File: src/rtl/mmio_bus_ctrl.sv
// mmio_bus_ctrl: registered req/ack bridge from the CPU data port to NSLV
// memory-mapped slaves. Decodes the region from the upper address bits,
// drives a one-hot select for the slave read latency, and returns registered
// read data. Unmapped accesses and writes to read-only slaves complete with
// an error response and never touch a slave.
// Optional build macro: MMIO_BUS_STATS_EN enables the stat_acc/stat_err
// saturating transaction counters; without it both ports are tied to zero.
module mmio_bus_ctrl #(
  parameter int unsigned     ADDR_W  = 18,
  parameter int unsigned     DATA_W  = 32,
  parameter int unsigned     SLV_AW  = 16,
  parameter int unsigned     NSLV    = 3,
  parameter int unsigned     RD_LAT  = 2,
  parameter logic [NSLV-1:0] RO_MASK = NSLV'(3'b010)
) (
  input  logic                   clk,
  input  logic                   rst,
  input  logic                   cpu_req,
  input  logic                   cpu_we,
  input  logic [ADDR_W-1:0]      cpu_addr,
  input  logic [DATA_W-1:0]      cpu_wdata,
  output logic [DATA_W-1:0]      cpu_rdata,
  output logic                   cpu_ack,
  output logic                   cpu_err,
  output logic [NSLV-1:0]        slv_sel,
  output logic                   slv_we,
  output logic [SLV_AW-1:0]      slv_addr,
  output logic [DATA_W-1:0]      slv_wdata,
  input  logic [NSLV*DATA_W-1:0] slv_rdata,
  output logic [15:0]            stat_acc,
  output logic [15:0]            stat_err
);

  localparam int unsigned IDX_W = ADDR_W - SLV_AW;
  // RD_LAT is limited to 1..15, so a 4-bit wait counter suffices
  localparam int unsigned CNT_W = 4;

  typedef enum logic [1:0] {
    IDLE,
    ACCESS,
    RESP
  } state_t;

  state_t              state_q, state_d;
  logic [CNT_W-1:0]    cnt_q, cnt_d;
  logic [DATA_W-1:0]   cpu_rdata_q, cpu_rdata_d;
  logic                cpu_ack_q, cpu_ack_d;
  logic                cpu_err_q, cpu_err_d;
  logic [NSLV-1:0]     slv_sel_q, slv_sel_d;
  logic                slv_we_q, slv_we_d;
  logic [SLV_AW-1:0]   slv_addr_q, slv_addr_d;
  logic [DATA_W-1:0]   slv_wdata_q, slv_wdata_d;

  logic [IDX_W-1:0]    idx;
  logic [NSLV-1:0]     dec_sel;
  logic                ro_hit;
  logic                mapped;
  logic [DATA_W-1:0]   sel_rdata;

  // Region decode of the incoming CPU address into a one-hot slave select
  always_comb begin
    idx     = cpu_addr[ADDR_W-1:SLV_AW];
    dec_sel = '0;
    ro_hit  = 1'b0;
    for (int unsigned i = 0; i < NSLV; i++) begin
      if (idx == IDX_W'(i)) begin
        dec_sel[i] = 1'b1;
        ro_hit     = RO_MASK[i];
      end
    end
    mapped = |dec_sel;
  end

  // Read-data mux driven by the registered (held) select
  always_comb begin
    sel_rdata = '0;
    for (int unsigned i = 0; i < NSLV; i++) begin
      if (slv_sel_q[i]) begin
        sel_rdata = sel_rdata | slv_rdata[i*DATA_W +: DATA_W];
      end
    end
  end

  // Next-state and registered-output logic of the transaction engine
  always_comb begin
    state_d     = state_q;
    cnt_d       = cnt_q;
    cpu_rdata_d = cpu_rdata_q;
    cpu_ack_d   = 1'b0;
    cpu_err_d   = 1'b0;
    slv_sel_d   = slv_sel_q;
    slv_we_d    = slv_we_q;
    slv_addr_d  = slv_addr_q;
    slv_wdata_d = slv_wdata_q;

    unique case (state_q)
      IDLE: begin
        if (cpu_req) begin
          slv_addr_d  = cpu_addr[SLV_AW-1:0];
          slv_wdata_d = cpu_wdata;
          if (!mapped || (cpu_we && ro_hit)) begin
            // Rejected access: answer immediately, no slave is touched
            state_d     = RESP;
            cpu_ack_d   = 1'b1;
            cpu_err_d   = 1'b1;
            cpu_rdata_d = '0;
          end else begin
            state_d   = ACCESS;
            slv_sel_d = dec_sel;
            slv_we_d  = cpu_we;
            cnt_d     = cpu_we ? CNT_W'(1) : CNT_W'(RD_LAT);
          end
        end
      end

      ACCESS: begin
        cnt_d = cnt_q - CNT_W'(1);
        if (cnt_q == CNT_W'(1)) begin
          if (!slv_we_q) begin
            cpu_rdata_d = sel_rdata;
          end
          cpu_ack_d = 1'b1;
          slv_sel_d = '0;
          slv_we_d  = 1'b0;
          state_d   = RESP;
        end
      end

      RESP: begin
        state_d = IDLE;
      end

      default: begin
        state_d = IDLE;
      end
    endcase
  end

  // State and output registers; reset aborts any transaction in flight
  always_ff @(posedge clk or posedge rst) begin
    if (rst) begin
      state_q     <= IDLE;
      cnt_q       <= '0;
      cpu_rdata_q <= '0;
      cpu_ack_q   <= 1'b0;
      cpu_err_q   <= 1'b0;
      slv_sel_q   <= '0;
      slv_we_q    <= 1'b0;
      slv_addr_q  <= '0;
      slv_wdata_q <= '0;
    end else begin
      state_q     <= state_d;
      cnt_q       <= cnt_d;
      cpu_rdata_q <= cpu_rdata_d;
      cpu_ack_q   <= cpu_ack_d;
      cpu_err_q   <= cpu_err_d;
      slv_sel_q   <= slv_sel_d;
      slv_we_q    <= slv_we_d;
      slv_addr_q  <= slv_addr_d;
      slv_wdata_q <= slv_wdata_d;
    end
  end

  assign cpu_rdata = cpu_rdata_q;
  assign cpu_ack   = cpu_ack_q;
  assign cpu_err   = cpu_err_q;
  assign slv_sel   = slv_sel_q;
  assign slv_we    = slv_we_q;
  assign slv_addr  = slv_addr_q;
  assign slv_wdata = slv_wdata_q;

`ifdef MMIO_BUS_STATS_EN
  logic [15:0] stat_acc_q, stat_acc_d;
  logic [15:0] stat_err_q, stat_err_d;

  // Saturating counters, updated on the edge that raises cpu_ack
  always_comb begin
    stat_acc_d = stat_acc_q;
    stat_err_d = stat_err_q;
    if (cpu_ack_d && (stat_acc_q != 16'hFFFF)) begin
      stat_acc_d = stat_acc_q + 16'd1;
    end
    if (cpu_ack_d && cpu_err_d && (stat_err_q != 16'hFFFF)) begin
      stat_err_d = stat_err_q + 16'd1;
    end
  end

  // Counter registers, cleared only by reset
  always_ff @(posedge clk or posedge rst) begin
    if (rst) begin
      stat_acc_q <= '0;
      stat_err_q <= '0;
    end else begin
      stat_acc_q <= stat_acc_d;
      stat_err_q <= stat_err_d;
    end
  end

  assign stat_acc = stat_acc_q;
  assign stat_err = stat_err_q;
`else
  assign stat_acc = '0;
  assign stat_err = '0;
`endif

endmodule

File: config.mk
export PLATFORM = sky130hd
export DESIGN_NAME = mmio_bus_ctrl
export DESIGN_NICKNAME = d
export VERILOG_FILES = /design/src/rtl/mmio_bus_ctrl.sv
export SDC_FILE = /design/constraint.sdc
export NUM_CORES = 1
export LEC_CHECK = 0
export ABC_AREA = 1
export BUFFER_PORTS_ARGS = -buffer_cell sky130_fd_sc_hd__buf_4
export CORE_ASPECT_RATIO = 0.5
export CORE_MARGIN = 2
export CORE_UTILIZATION = 45
export CTS_CLUSTER_SIZE = 12
export DETAILED_ROUTE_END_ITERATION = 7
export PLACE_DENSITY_LB_ADDON = 0.25
export REMOVE_ABC_BUFFERS = 1
export SYNTH_ARGS = -nofsm -noshare
export SYNTH_HDL_FRONTEND = slang
export SYNTH_SLANG_ARGS = --single-unit
File: constraint.sdc
create_clock -name clk -period 3.5 [get_ports clk]
set_clock_uncertainty 0.15 [all_clocks]
set_input_delay 0.35 -clock clk [delete_from_list [all_inputs] [get_ports clk]]
set_output_delay 0.35 -clock clk [all_outputs]
set_load 0.02 [all_outputs]
* After elaboration in Yosys (flattened, before gate mapping)
Index checks and enable logic that the tools add are counted.
** Word-level totals
- Register bits :: 92
- Input port bits :: 150
- Logic and storage cells :: 66
** Operators by class
- Add/sub/neg operators :: 1
- Eq/ne operators :: 9
- Mux-type cells :: 33
- Bitwise gates (word level) :: 2
- Reductions and logical operators :: 12
** Operators by type and width (number)
- 2-to-1 mux 32 bit :: 7
- OR 32 bit :: 2
- one-hot mux 32 bit (2 select lines) :: 1
- 2-to-1 mux 1 bit :: 11
- inequality test 2 bit (second input constant) :: 5
- 2-to-1 mux 3 bit :: 3
- 2-to-1 mux 2 bit :: 4
- 2-to-1 mux 4 bit :: 2
- one-hot mux 4 bit (2 select lines) :: 1
- one-hot mux 3 bit (2 select lines) :: 1
- AND reduction 5 bit :: 1
- equality test 2 x 1 -> 1 bit (second input constant) :: 2
- equality test 4 x 1 -> 1 bit (second input constant) :: 1
- zero test 2 bit :: 2
- one-hot mux 1 bit (2 select lines) :: 2
- one-hot mux 2 bit (2 select lines) :: 1
- AND reduction 2 bit :: 2
- AND reduction 4 bit :: 1
- subtractor 4 x 1 -> 4 bit (second input constant) :: 1
- AND reduction 3 bit :: 1
- OR reduction 3 bit :: 1
- equality test 2 bit (second input constant) :: 1
- nonzero test 2 bit :: 1
- logical AND 1 bit :: 1
- other kinds (2) :: 2

* Depth between registers and ports, before layout
- Depth in word-level cells :: 8
- Gate-level depth with buffers :: 9
- Depth with buffers taken out :: 7

* Least setup slack after synthesis
Ideal clock, no wire load.
- Path kind :: register to register
- Start point :: reg cnt_q[1]
- End point :: reg cpu_rdata_q[0] (netlist: cpu_rdata[0])
- Arrival :: 1.315 ns
- Data required time :: 3.233 ns
- Setup slack :: 1.918 ns
- Cell stages (with the launch flop) :: 9
- Buffers on the path :: 1
- Clock period less this slack :: 1.582 ns
- Path through :: dfrtp_1 > inv_1 > ha_1 > nand3_1 > o21ai_4 > nand2_2 > buf_6 > nand2_1 > nand2_1
** Between the ends
- Word-level cells in the longest chain between the ends :: 3
** Ends and longest elaborated chain
- start: declaration :: line 45 : logic [CNT_W-1:0] cnt_q, cnt_d;
- start signal: assignment :: line 153 : cnt_q <= cnt_d;
- equality test 4 x 1 -> 1 bit :: line 118 : if (cnt_q == CNT_W'(1)) begin
- inequality test 2 bit (no source line)
- AND reduction 5 bit (no source line)
- end signal: assignment :: line 154 : cpu_rdata_q <= cpu_rdata_d;
- end: declaration :: line 46 : logic [DATA_W-1:0] cpu_rdata_q, cpu_rdata_d;
No other way between the ends.
A chain may end at the register's enable or synchronous reset.

* Worst setup path after layout
- Start point :: reg cnt_q[1]
- End point :: reg cpu_rdata_q[12] (netlist: cpu_rdata[12])
The elaborated chain is that of the path after synthesis.

==> run_results.csv <==
group,metric,value,unit
critical_path,critPathLaunchType,"flop",
grt,grt_pass1_wl,20500,um
logic_synthesis,syn_inst,652,
logic_synthesis,syn_area,0.00476,sq mm
final_layout,nets,1018,
sta,timing.slew.headroom,0.246,
drt,dr_total_vias,4637,
critical_path,timing.rr.start,"cnt_q[1]",
clock_tree,cts.repair.resized,0,
floorplan,die_w,149,um
sta,tns,0,ns
final_layout,drive_above_1_share,0.303,
clock_tree,cts_tree,"built",
clock_tree,clock_path_buffers,2,
run,max_cap_viol_count,0,
power,p_per_area,821,mW/mm^2
floorplan,initial_core_util,0.464,
final_layout,fin_util,0.656,
run_status,outcome,"finished, final reports clean",
critical_path,cp.arrival,2.78,ns
sta,rsz0062_at_grt,"false",
power,ir_drop,0.000365,V
sta,setup_viol,0,
sta,fin_hold_ws,0.0121,ns
final_layout,num-fill-cells,941,
drt,drtIter0Drc,203,
sta,worst_slew_pin_slew,1.13,ns
clock_tree,postCtsSetupBuffers,0,
placed_design,place_ws,0.803,ns
sta,fin_ws,0.783,ns
sta,finalMaxSlewViolations,0,
clock_tree,htreeDepth,3,
grt,grt_pass1_vias,4392,
floorplan,fp-row-count,26,
critical_path,rrSetupSlack,0.78,ns
clock_tree,path_clk_slew,0.07,ns
logic_synthesis,yosys.area.top_type,"dfrtp_1",
sta,hold_viol_final,0,
critical_path,end_kind,"flop",
grt,overflow,0,
floorplan,chipHeight,76.7,um
sta,finalCritPeriodShare,0.776,
logic_synthesis,yosysWarnings,0,
drt,antenna_left,0,
logic_synthesis,ys_seq_area_frac,0.484,
hold_path,worst_hold_path_type,"primary input to async pin",
floorplan,coreArea,0.0102,sq mm
critical_path,timing.rr.end,"cpu_rdata[12]",
drt,wire_per_inst,12.3,um
placed_design,placed_area,0.00641,sq mm
grt,grt_max_degree,64,
power,p_leak,0.00404,uW
floorplan,die_area,0.0115,sq mm
logic_synthesis,yosys.area.top_type_share,0.484,
drt,drc,0,
sta,max_freq,0.368,GHz
logic_synthesis,synth_cell_types,22,
placed_design,routabilityCongestion,0.815,
clock_tree,cts_buffers,9,
final_layout,final_area,0.00673,sq mm
placed_design,numPortBuffers,235,
final_layout,area_delta_synth_final,41.4,%
clock_tree,hold_buffers,0,
drt,vias_per_cell,4.59,
drt,drtPass1Iterations,4,
drt,drt-total-wl,12500,um
critical_path,worst_r2r_path_depth,7,
grt,antenna_found_initial,0,
clock_tree,cts.sinks,92,
sta,finalCriticalPeriod,2.72,ns
clock_tree,clock_latency,0.33,ns
critical_path,critPathKind,"flop to flop",
grt,grt_usage,0.220,
logic_synthesis,synthTopCellsByArea,"dfrtp_1 48%, nand2_1 27%, nand3_1 7.6%, buf_4 5.7%, inv_1 3.4%",
placed_design,dp_hpwl,9040,um
logic_synthesis,syn_avg_cell_area,7.30,sq um
final_layout,diodes,0,
clock_tree,cts_root_buf,"clkbuf_16",
critical_path,crit_fanout,33,
floorplan,ioPinCount,268,
logic_synthesis,synth-seq-cells,92,
critical_path,required,3.56,ns
## placed cells by master, fill, tap and decap left out, types with 3 or more instances in the layout
cell type and n:
buf_4 239, clkbuf_16 9, conb_1 32, dfrtp_1 92, inv_1 42, inv_2 3
nand2_1 347, nand3_1 72, o21ai_0 10, o22ai_1 3
## kinds of logic (layout without fill, tap and decap cells)
group | count (synthesis) | count (layout) | share of synthesized area
AND/OR/NAND/NOR | 427 | 427 | 0.359
AO/OA/AOI/OAI | 16 | 16 | 0.0213
flip-flops | 92 | 92 | 0.484
adder cells (fa/ha/maj) | 2 | 2 | 0.00526
other | 1 | 32 | 0.000788
buffers and inverters | 113 | 301 | 0.128
XOR/XNOR | 1 | 1 | 0.00184
## how the worst max path moves through the flow
stage | startpoint | end | slack (ns) | cells after the start
3_3_place_gp | cnt_q[1] | cpu_rdata[4] | 0.92 | 7
2_1_floorplan | rst | cnt_q[0] | 0.61 | 1
4_1_cts | cnt_q[1] | cpu_rdata[12] | 0.78 | 7
3_5_place_dp | cnt_q[1] | cpu_rdata[22] | 0.80 | 7
6_report | cnt_q[1] | cpu_rdata[12] | 0.78 | 7
5_1_grt | cnt_q[1] | cpu_rdata[6] | 0.50 | 7
## through the flow
stage	std cells	total power (uW)
after floorplan	616	3350
after global placement	995	4490
after detailed placement	995	4550
after CTS	1011	5580
after global routing	1011	5940
final	1011	5520
## registers in the layout, summed over array words and instances, names as in the netlist
signal,cells
cpu_rdata,32
slv_wdata,32
slv_addr,16
cnt_q,4
slv_sel,3
state_q,2
cpu_ack,1
cpu_err,1
slv_we,1
## final cells by class
cell class / instances / area [sq um] / area share
Multi-Input combinational cell: 478 / 1960 / 0.292
Sequential cell: 92 / 2300 / 0.342
Clock buffer: 10 / 239 / 0.0355
Inverter: 46 / 175 / 0.0260
Clock inverter: 6 / 77.6 / 0.0115
Tap cell: 140 / 175 / 0.0260
Timing Repair Buffer: 239 / 1790 / 0.267
## where the power goes
group          switching, uW  internal [uW]
Combinational           1650           1020
Sequential               334           1520
Clock                    418            588
Total                   2400           3120
## synth_stat cells (all sizes together)
cell,n
xnor2,1
dfrtp,92
o21ai,11
o21a,1
ha,2
and2,1
nor2,3
nand2,349
conb,1
a21oi,1
o22ai,3
buf,55
inv,46
clkbuf,12
nand4,2
nand3,72
## per-layer routing
| layer | global-route usage | wire length (um) | share of wire |
|---|---|---|---|
| met5 | 0 | 0 | 0 |
| met4 | 0.0610 | 239 | 0.019 |
| met3 | 0.0530 | 924 | 0.074 |
| met2 | 0.381 | 6090 | 0.49 |
| met1 | 0.277 | 5210 | 0.42 |
## worst max-delay path: stages, from the launching register on
cell     delay (ns)
dfrtp_1        0.35
inv_1          0.13
ha_1           0.18
nand3_1        0.17
o21ai_4        0.73
nand2_2        0.59
nand2_1        0.20
nand2_1        0.07
Note: power is estimated with default switching activity, not from simulation.
